--- src/rtl/uart_tx_buffer.sv ---
// uart_tx_buffer: 128-byte bus-written FIFO draining into an 8N1 UART serializer.
// Latency: push at edge N -> pop at N+1 -> start bit on uart_tx_o from N+2; status data one cycle after the read.
// Backpressure: none towards the bus; pushes while full are dropped and tx_buf_access_o stays low.
module uart_tx_buffer #(
    parameter int unsigned CLKS_PER_BIT = 16
) (
    input  logic        clk,
    input  logic        rst_n_i,
    input  logic [31:0] addr_i,
    input  logic [31:0] wdata_i,
    input  logic        buf_rnw_i,
    output logic [31:0] rdata_o,
    output logic        tx_buffer_full_o,
    output logic        tx_buffer_empty_o,
    output logic        tx_buf_access_o,
    output logic        uart_tx_o,
    output logic        tx_busy_o
);
    typedef enum logic [1:0] {IDLE, START, DATA, STOP} tx_state_t;

    logic [7:0]  mem [128];
    logic [7:0]  wr_ptr;
    logic [7:0]  rd_ptr;
    logic [7:0]  fifo_cnt;
    logic        sel;
    logic        push_vld;
    logic        stat_rd;
    logic        pop;
    logic        bit_done;
    tx_state_t   state;
    tx_state_t   state_nxt;
    logic [15:0] bit_cnt;
    logic [2:0]  bit_idx;
    logic [7:0]  shift_dat;
    logic        unused_bits;

    assign sel               = (addr_i[18:16] == 3'h2);
    assign tx_buffer_full_o  = (rd_ptr[6:0] == wr_ptr[6:0]) && (rd_ptr[7] ^ wr_ptr[7]);
    assign tx_buffer_empty_o = (rd_ptr == wr_ptr);
    assign push_vld          = sel && !buf_rnw_i && !tx_buffer_full_o;
    assign stat_rd           = sel && buf_rnw_i;
    assign tx_buf_access_o   = push_vld || stat_rd;
    assign fifo_cnt          = wr_ptr - rd_ptr;
    assign bit_done          = (bit_cnt == 16'(CLKS_PER_BIT - 1));
    assign tx_busy_o         = (state != IDLE);
    assign unused_bits       = ^{addr_i[31:19], addr_i[15:0], wdata_i[31:8]};

    // Storage is deliberately left out of reset; pointers alone define validity.
    always_ff @(posedge clk) begin
        if (push_vld) begin
            mem[wr_ptr[6:0]] <= wdata_i[7:0];
        end
    end

    always_ff @(posedge clk or negedge rst_n_i) begin
        if (!rst_n_i) begin
            wr_ptr  <= 8'd0;
            rd_ptr  <= 8'd0;
            rdata_o <= 32'h0;
        end else begin
            if (push_vld) wr_ptr <= wr_ptr + 8'd1;
            if (pop)      rd_ptr <= rd_ptr + 8'd1;
            rdata_o <= stat_rd ? {24'h0, fifo_cnt} : 32'h0;
        end
    end

    always_comb begin
        state_nxt = state;
        pop       = 1'b0;
        case (state)
            IDLE: begin
                if (!tx_buffer_empty_o) begin
                    pop       = 1'b1;
                    state_nxt = START;
                end
            end
            START: begin
                if (bit_done) state_nxt = DATA;
            end
            DATA: begin
                if (bit_done && (bit_idx == 3'd7)) state_nxt = STOP;
            end
            STOP: begin
                // Chain straight into the next start bit so back-to-back frames have no gap.
                if (bit_done) begin
                    if (!tx_buffer_empty_o) begin
                        pop       = 1'b1;
                        state_nxt = START;
                    end else begin
                        state_nxt = IDLE;
                    end
                end
            end
            default: state_nxt = IDLE;
        endcase
    end

    always_ff @(posedge clk or negedge rst_n_i) begin
        if (!rst_n_i) begin
            state     <= IDLE;
            bit_cnt   <= 16'd0;
            bit_idx   <= 3'd0;
            shift_dat <= 8'd0;
            uart_tx_o <= 1'b1;
        end else begin
            state <= state_nxt;

            if ((state_nxt != state) || bit_done || (state == IDLE)) bit_cnt <= 16'd0;
            else                                                       bit_cnt <= bit_cnt + 16'd1;

            if (state != DATA)  bit_idx <= 3'd0;
            else if (bit_done)  bit_idx <= bit_idx + 3'd1;

            if (pop)                             shift_dat <= mem[rd_ptr[6:0]];
            else if ((state == DATA) && bit_done) shift_dat <= {1'b0, shift_dat[7:1]};

            // Line level follows the current state, one cycle behind the state register.
            case (state)
                START:   uart_tx_o <= 1'b0;
                DATA:    uart_tx_o <= shift_dat[0];
                default: uart_tx_o <= 1'b1;
            endcase
        end
    end
endmodule

--- config.mk ---
export PLATFORM = sky130hd
export DESIGN_NAME = uart_tx_buffer
export DESIGN_NICKNAME = d
export VERILOG_FILES = /design/src/rtl/uart_tx_buffer.sv
export SDC_FILE = /design/constraint.sdc
export NUM_CORES = 1
export LEC_CHECK = 0
export BUFFER_PORTS_ARGS = -buffer_cell sky130_fd_sc_hd__buf_2
export CORE_AREA = 8 8 294 296
export DETAILED_ROUTE_END_ITERATION = 10
export DIE_AREA = 0 0 302 304
export GPL_ROUTABILITY_DRIVEN = 0
export PLACE_DENSITY = 0.69
export RECOVER_POWER = 25
export SETUP_SLACK_MARGIN = 0.5
export SLEW_MARGIN = 5
export SYNTH_ARGS = -nofsm -noshare
export SYNTH_HDL_FRONTEND = slang
export SYNTH_SLANG_ARGS = --single-unit
export TNS_END_PERCENT = 20
--- constraint.sdc ---
create_clock -name clk -period 4.9 [get_ports clk]
set_input_delay 0.98 -clock clk [delete_from_list [all_inputs] [get_ports clk]]
set_output_delay 0.98 -clock clk [all_outputs]
set_load 0.005 [all_outputs]
Yosys cells after proc, flatten, opt, wreduce, memory -nomap -nowiden:

Memories as Yosys holds them, arrays and structs flattened.
Cells that the tools add are included.

* bitwise operators: 1
* $add $sub $neg: 5
* equal/unequal tests: 10
* muxes and demuxes: 18
* reductions and logical operators: 15

Operators with widths (count)
* two-way mux 8 bit: 3
* adder 16 x 1 -> 16 bit (second input constant): 1
* adder 8 x 1 -> 8 bit (second input constant): 2
* == test 16 x 4 -> 1 bit (second input constant): 1
* two-way mux 16 bit: 1
* == test 8 bit: 1
* two-way mux 2 bit: 4
* case mux 2 bit (4 select lines): 1
* subtractor 8 bit: 1
* == test 7 bit: 1
* logical AND 1 bit: 6
* two-way mux 3 bit: 2
* nonzero test 2 bit: 3
* two-way mux 1 bit: 5
* == test 2 bit (second input constant): 2
* case mux 1 bit (2 select lines): 2
* adder 3 x 1 -> 3 bit (second input constant): 1
* == test 3 x 2 -> 1 bit (second input constant): 1
* == test 3 bit (second input constant): 1
* logical OR 1 bit: 3
* == test 2 x 1 -> 1 bit (second input constant): 1
* logical NOT 1 bit: 2
* logical NOT 2 bit: 1
* != test 2 bit: 1
* other kinds (2): 2

* output and inout bits: 37
* word-level logic and storage cells: 58
* memories kept: 1
* register bits: 54
* bits of input ports: 67
* memory bits (writable): 1024

Memories
* mem: words 128, bits a word 8, read ports 1, clocked after Yosys merged registers in 0, wr ports 1, RTL line 21 `logic [7:0] mem [128];`

Depth between registers and ports, before layout:

Gate-level depths: netlist of run 1.

* depth after elaboration: 8
* mapped depth: 13
* mapped depth without buffers: 11

Worst setup path after synthesis of run 1:

OpenSTA, ideal clock, no wires.

* path type: flip-flop to flip-flop
* start: register rd_ptr[2]
* end: memory mem[59][0] (enable)
* slack: 1262 ps
* cell stages (with the launch flop): 13
* clock period less this slack: 3638 ps
* data required time: 4530 ps
* arrival: 3268 ps
* buffers on the path: 4
* library setup time: 370 ps
* cells stage by stage: dfrtp_1 buf_2 inv_1 clkbuf_1 buf_1 ha_1 nand3_1 nor3b_1 nor3b_1 nor2b_1 nand3_1 clkbuf_1 nor2_1

* word-level cells in the longest chain between the ends: 6

Ends and longest elaborated chain
* start: declaration: RTL line 23 `logic [7:0] rd_ptr;`
* start signal: assignment: RTL line 62 `if (pop) rd_ptr <= rd_ptr + 8'd1;`
* == test 7 bit: RTL line 38 `assign tx_buffer_full_o = (rd_ptr[6:0] == wr_ptr[6:0]) && (rd_ptr[7] ^ wr_ptr[7]);`
* logical AND 1 bit: RTL line 38
* named net tx_buffer_full_o: RTL line 13 `output logic tx_buffer_full_o,`
* logical NOT 1 bit: RTL line 40 `assign push_vld = sel && !buf_rnw_i && !tx_buffer_full_o;`
* logical AND 1 bit: RTL line 40
* two-way mux 1 bit: RTL line 50 `if (push_vld) begin`
* two-way mux 1 bit (implied by the code): RTL line 51 `mem[wr_ptr[6:0]] <= wdata_i[7:0];`
* end: declaration: RTL line 21

The timed path passes the listed nets, and every way through them passes these cells.

Worst setup path after layout of run 1:

* start: input port wdata_i[6]
* end: memory mem[14][6], data pin

RTL lines
* start: declaration: RTL line 10 `input logic [31:0] wdata_i,`

Straight into the memory's write port.

==> results of run 1 <==
[state kept, by name (all words and copies together), names as in the netlist]
name	count
bit_cnt	16
bit_idx	3
mem	1024
rd_ptr	8
rdata_o	8
shift_dat	8
state	2
uart_tx_o	1
wr_ptr	8
[layout make-up]
cell class | instances | area, sq um
Clock buffer | 128 | 2670
Clock inverter | 55 | 576
Fill cell | 5840 | 34100
Inverter | 18 | 67.6
Multi-Input combinational cell | 1084 | 10100
Sequential cell | 1078 | 32100
Tap cell | 1070 | 1340
Timing Repair Buffer | 89 | 646
[cells by family (layout without fill, tap and decap cells)]
| kind of cell | after synthesis | count (layout) | share of synthesized area |
|---|---|---|---|
| DFF | 1078 | 1078 | 0.749 |
| muxes | 383 | 383 | 0.140 |
| and+or+nand+nor | 355 | 355 | 0.0386 |
| AOI/OAI and AO/OA | 270 | 270 | 0.0415 |
| buffers and inverters | 162 | 290 | 0.0186 |
| xor gates and xnor gates | 34 | 34 | 0.00694 |
| adders and majority gates | 18 | 18 | 0.00543 |
| other | 1 | 24 | 0.0000875 |
[worst min-delay path by stage]
stage / endpoint / slack [ns] / cells after the start / from
finish: wr_ptr[7] / 0.49 / 1 / wr_ptr[7]
global route: rd_ptr[7] / 0.53 / 1 / rd_ptr[7]
floorplan: uart_tx_o / 0.45 / 2 / shift_dat[0]
global placement: wr_ptr[7] / 0.48 / 1 / wr_ptr[7]
detailed placement: wr_ptr[7] / 0.48 / 1 / wr_ptr[7]
CTS: state[1] / 0.47 / 2 / rst_n_i
[per-stage QoR]
stage / cells / setup WS, ns
floorplan: 2324 / 1.26
global placement: 3339 / 0.685
detailed placement: 3339 / 0.581
CTS: 3522 / 0.695
global route: 3522 / 0.307
finish: 3522 / 0.646
[repair_timing]
item / in CTS / in global routing
endpoints found under the setup margin: 1 / 0
buffers inserted: 0 / 0
gates resized for setup: 1 / 0
[power by group through the flow]
stage                     combinational [mW]  sequential [mW]  clock [mW]
final                                   6.25             10.4        7.64
after global routing                    6.65             10.4        8.09
after CTS                               6.28             10.3        7.74
after detailed placement                6.26             10.5           0
after global placement                  6.15             10.5           0
after floorplan                         4.50             10.5           0
[cell usage in the layout, fill, tap and decap left out, types with 33 or more instances in the layout]
master / count
a21oi_1: 65
a22oi_1: 77
buf_4: 59
clkbuf_16: 102
dfrtp_1: 49
edfxtp_1: 1024
mux2_2: 36
mux2i_1: 176
mux4_2: 170
nand2_1: 77
nand3_1: 33
nor2_1: 164
o21ai_0: 37
[per-layer routing]
layer,vias to the layer above,track usage,part of all wire
li1,9374,-,-
met1,11300,0.299,0.41
met2,968,0.332,0.47
met3,197,0.0314,0.077
met4,2,0.0809,0.040
met5,-,0,0.00013
==> out/metrics.cfg, run 1 <==
[critical_path]
path_class = primary input to flop
cp_num_buf_inv = 2
critPathRequiredTime_ns = 5.33
startpoint_type = primary input
crit_cells = 2
startpoint = wdata_i[6]
crit_family = buffers and inverters
reg2regPathDepth = 9
crit_path_end_kind = flop
slowest_stage = clkbuf_1
reg2reg_to = mem[58][2]
r2r_start = rd_ptr[5]
crit_chain = clkbuf_1 > buf_4
critPathArrivalTime_ns = 4.68
path_max_fanout = 90
cpPeakStageDelay_ns = 2.92
crit_end = mem[14][6]
r2r_slack_ns = 0.74

[routing]
drt_iter0_markers = 2451
vias = 21900
drc = 0
ant_nets = 0
drt-pass1-iter-count = 5
routed_wl_mm = 97.1
wire_per_inst_um = 27.6
viasPerCell = 6.20

[yosys]
synth_async_sr_flop_share = 0.0501
yosys.area.top_type_share = 0.717
yosys_warnings = 0
yosys.area.top_type = edfxtp_1
synth.yosys.seq_area_share = 0.749
ys_types = 59
synth_commonest_cells = edfxtp_1, mux2i_1, mux4_2, nor2_1
synth_area_leaders = edfxtp_1, mux4_2, mux2i_1
avgSynthCellArea_sq_um = 18.6
synthFlopType = edfxtp_1
synth_most_common_cell = edfxtp_1
syn_inst = 2301
synth_seq_cells = 1078
synth_area_sq_um = 42900
synth_edf_count = 1024

[power_and_ir_drop]
ir_worst_vdd_mv = 0.533
leakage_nw = 15.5
pwr-share-clk = 0.315
p_int_mw = 17.1
fin_total_pwr_mw = 24.3
p_sw_mw = 7.19
p_comb_frac = 0.258
power_density_nw_per_um2 = 511
switching_share = 0.296
seqPwrFrac = 0.427

[clock_tree]
cts_sinks = 1078
numCtsBuffers = 102
clock_path_buffers = 3
tritoncts = built
root_buffer = clkbuf_16
clk_pin_slew_worst_paths_ns = 0.06
worstSkewPairLatency_ns = 0.69
cts-hold-fix-buffers = 0
h-tree-depth = 3

[grt]
grtUsageTotal = 0.211
antenna_found_initial = 3
grt_pass1_vias = 22000
grt_overflow = 0
grt_pass1_wl_mm = 145
grt_start_max_net_pins = 127

[timing]
slew-limit-headroom = -1.88
finalSetupTns_ns = 0
fin_crit_sh = 0.868
timing.hold.ws_ns = 0.494
finalMaxSlewViolations = 598
finClkSkew_ns = 0.0276
final.min_clock_period_ns = 4.25
worst_slew_pin_slew_ns = 4.32
rsz0062_at_grt = no
setup_viol = 0
max_freq_mhz = 235
hold_violations = 0

[die]
start_util = 0.526
die_w_um = 302
core_sq_um = 81600
die_y_um = 304
die_area_sq_um = 91800
num_rows = 105
ioPinCount = 104

[outcome]
outcome = complete, but fails checks
violations = capacitance limit, slew limit

[finish]
syn2layout_area_growth_pct = 10.8
finalNetCount = 2458
final_util = 0.582
design_area_sq_um = 47500
antenna_cells = 0
drive_gt1_frac = 0.187

[min_path]
hold_class = flop to flop

[placed_design]
portBuffers = 26
place_hpwl_mm = 59.8
place_area_sq_um = 44300

[job]
maxCapViolCount = 7

No activity file was read; power rests on OpenSTA's default activity.
==> run 2, diff against run 1 <==
==> constraint.sdc (replaced) <==
create_clock -name clk -period 4.9 [get_ports clk]
set_input_delay 0.245 -clock clk [delete_from_list [all_inputs] [get_ports clk]]
set_output_delay 0.245 -clock clk [all_outputs]
set_load 0.005 [all_outputs]
==> run 2 against run 1 <==
Effect of this change: the flow still finishes with violations (capacitance limit, slew limit); largest power group unchanged; clock skew grew 0.0046 ns; combinational power about the same; flip-flop and latch count unchanged; die area unchanged; wire length up 1.2%; hold slack got worse by 0.42 ns; fmax increased by 10%.
==> out/metrics.cfg, run 2 (synthesis gave the netlist of run 1 again) <==
[timing]
setup_viol = 0  ; unchanged
fin_crit_sh = 0.787  ; -0.0812
max_freq_mhz = 259  ; +10%
slew-limit-headroom = -1.70  ; +0.179
worst_slew_pin_slew_ns = 4.05  ; -0.269 ns
rsz0062_at_grt = no
final.min_clock_period_ns = 3.86  ; -0.398 ns
hold_violations = 0  ; unchanged
finalSetupTns_ns = 0  ; unchanged
finalMaxSlewViolations = 564  ; -5.7%
finClkSkew_ns = 0.0323  ; +0.00465 ns
fin_ws_ns = 1.04  ; +0.398 ns

[finish]
largest_register_ff_count = 1024  ; unchanged
seq_area_sq_um = 32100  ; about the same
design_area_sq_um = 47500  ; about the same
mostFrequentLayoutCells = edfxtp_1, mux2i_1, mux4_2
final_common_cell = edfxtp_1
multiInputGateArea_sq_um = 10100  ; unchanged
nFillCells = 5880  ; +0.68%
syn2layout_area_growth_pct = 10.7  ; about the same
finalNetCount = 2453  ; -0.20%
drive_gt1_frac = 0.185  ; -0.00189
final_cells = 3521  ; -0.028%

[power_and_ir_drop]
p_comb_frac = 0.258  ; about the same
ir_worst_vdd_mv = 0.664  ; +25%
p_int_mw = 17.1  ; about the same
seqPwrFrac = 0.427  ; about the same
pwr-share-clk = 0.314  ; about the same
leakage_nw = 15.5  ; about the same
switching_share = 0.297  ; +0.000310
power_density_nw_per_um2 = 511  ; about the same
p_sw_mw = 7.20  ; +0.11%

[critical_path]
crit_path_frequent_cell = nor3b_1
reg2regPathDepth = 8  ; -1
cpPeakStageDelay_ns = 0.69  ; -2.23 ns
r2r_start = rd_ptr[0]
path_max_fanout = 20  ; -78%
slowest_stage = dfrtp_4
crit_chain = ha_1 > nand3_1 > nor3b_1 > nor3b_1 > nor2b_1 > nand2_1 > buf_4 > nor2_1
path_class = flop to flop
crit_end = mem[58][4]
critPathArrivalTime_ns = 4.13  ; -0.55 ns
r2r_slack_ns = 1.04  ; +0.30 ns
critPathRequiredTime_ns = 5.18  ; -0.15 ns
crit_path_end_kind = flop
cp_num_buf_inv = 1  ; -1
crit_cells = 8  ; +6
reg2reg_to = mem[58][4]
startpoint = rd_ptr[0]
crit_family = simple AND/OR/NAND/NOR gates
startpoint_type = flop

[clock_tree]
root_buffer = clkbuf_16
numCtsBuffers = 104  ; +2.0%
cts-hold-fix-buffers = 2  ; +2
worstSkewPairLatency_ns = 0.67  ; -0.02 ns
postCtsSetupBuffers = 0  ; unchanged
h-tree-depth = 3  ; unchanged
clk_pin_slew_worst_paths_ns = 0.06  ; about the same
cts_sinks = 1078  ; unchanged
post_cts_resized = 0  ; -1
tritoncts = built
clock_path_buffers = 3  ; unchanged

[placed_design]
dpl_worst_slack_ns = 1.00  ; +0.424 ns
dpl.cell_count = 3330  ; -0.27%
portBuffers = 26  ; unchanged
place_area_sq_um = 44200  ; about the same
place_hpwl_mm = 60.4  ; +1.0%

[die]
start_util = 0.526  ; unchanged
core_sq_um = 81600  ; unchanged
die_y_um = 304  ; unchanged
ioPinCount = 104  ; unchanged
die_area_sq_um = 91800  ; unchanged
die_w_um = 302  ; unchanged
num_rows = 105  ; unchanged

[routing]
drt-met1-wl_mm = 40.2  ; +1.2%
ant_nets = 0  ; unchanged
drt-pass1-iter-count = 5  ; unchanged
topRoutingLayerUsed = met4
wl_met3_mm = 7.68  ; +3.3%
viasPerCell = 6.25  ; +0.81%
vias = 22000  ; +0.78%
drc = 0  ; unchanged
drt_iter0_markers = 2678  ; +9.3%
wire_per_inst_um = 27.9  ; +1.2%
met2_length_mm = 47.1  ; +2.2%
routed_wl_mm = 98.3  ; +1.2%

[grt]
antenna_found_initial = 1  ; -2
grt_pass1_vias = 22200  ; +0.68%
grt_pass1_wl_mm = 146  ; +0.72%
grt_start_max_net_pins = 154  ; +21%
grt_overflow = 0  ; unchanged
grtUsageTotal = 0.212  ; +0.00113

[job]
maxCapViolCount = 8  ; +1

[min_path]
hold_class = primary input to flop

[outcome]
outcome = complete, but fails checks
violations = capacitance limit, slew limit

run 2: worst reg2reg max path: cells and delay by family, from the launching register on:
kind / cells / cell delay, ns
fa+ha+maj: 1 / 0.35
buf+inv: 1 / 0.35
flops: 1 / 0.69
simple gates: 6 / 2.09
run 2: through the flow:
stage | hold slack (ns) | power (mW) | utilization
after global placement | 0.429 | 16.7 | 0.542
after detailed placement | 0.444 | 16.8 | 0.542
after CTS | 0.0770 | 24.3 | 0.582
final | 0.0741 | 24.3 | 0.582
after floorplan | -0.0506 | 15.0 | -
after global routing | 0.0826 | 25.1 | 0.582
run 2: final cells by class:
cell class	instances	share of cell area
well taps	1070	0.0282
diodes	1	0.0000527
multi-input cells	1084	0.213
repair buffers	82	0.0131
flip-flops and latches	1078	0.677
clock inverters	54	0.00912
inverters	18	0.00142
clock buffers	134	0.0589
run 2: worst min-delay path by stage:
stage | start | end | slack [ns] | depth (start not counted)
6_report | addr_i[16] | rdata_o[1] | 0.07 | 3
5_1_grt | addr_i[18] | rdata_o[1] | 0.08 | 3
4_1_cts | addr_i[16] | rdata_o[1] | 0.08 | 3
3_5_place_dp | rst_n_i | bit_idx[2] | 0.44 | 2
3_3_place_gp | rst_n_i | bit_idx[2] | 0.43 | 2
2_1_floorplan | rst_n_i | bit_cnt[0] | -0.05 | 0
run 2: power by group through the flow:
stage | clock network, mW | registers [mW] | logic (mW)
2_1_floorplan | 0 | 10.5 | 4.50
3_3_place_gp | 0 | 10.5 | 6.14
3_5_place_dp | 0 | 10.5 | 6.22
4_1_cts | 7.70 | 10.3 | 6.25
5_1_grt | 8.03 | 10.4 | 6.66
6_report | 7.63 | 10.4 | 6.26
run 2: layer usage:
layer,global-route usage,up-vias
li1,-,9366
met1,0.300,11500
met2,0.335,1009
met3,0.0384,187
met4,0.0707,0
met5,0,-
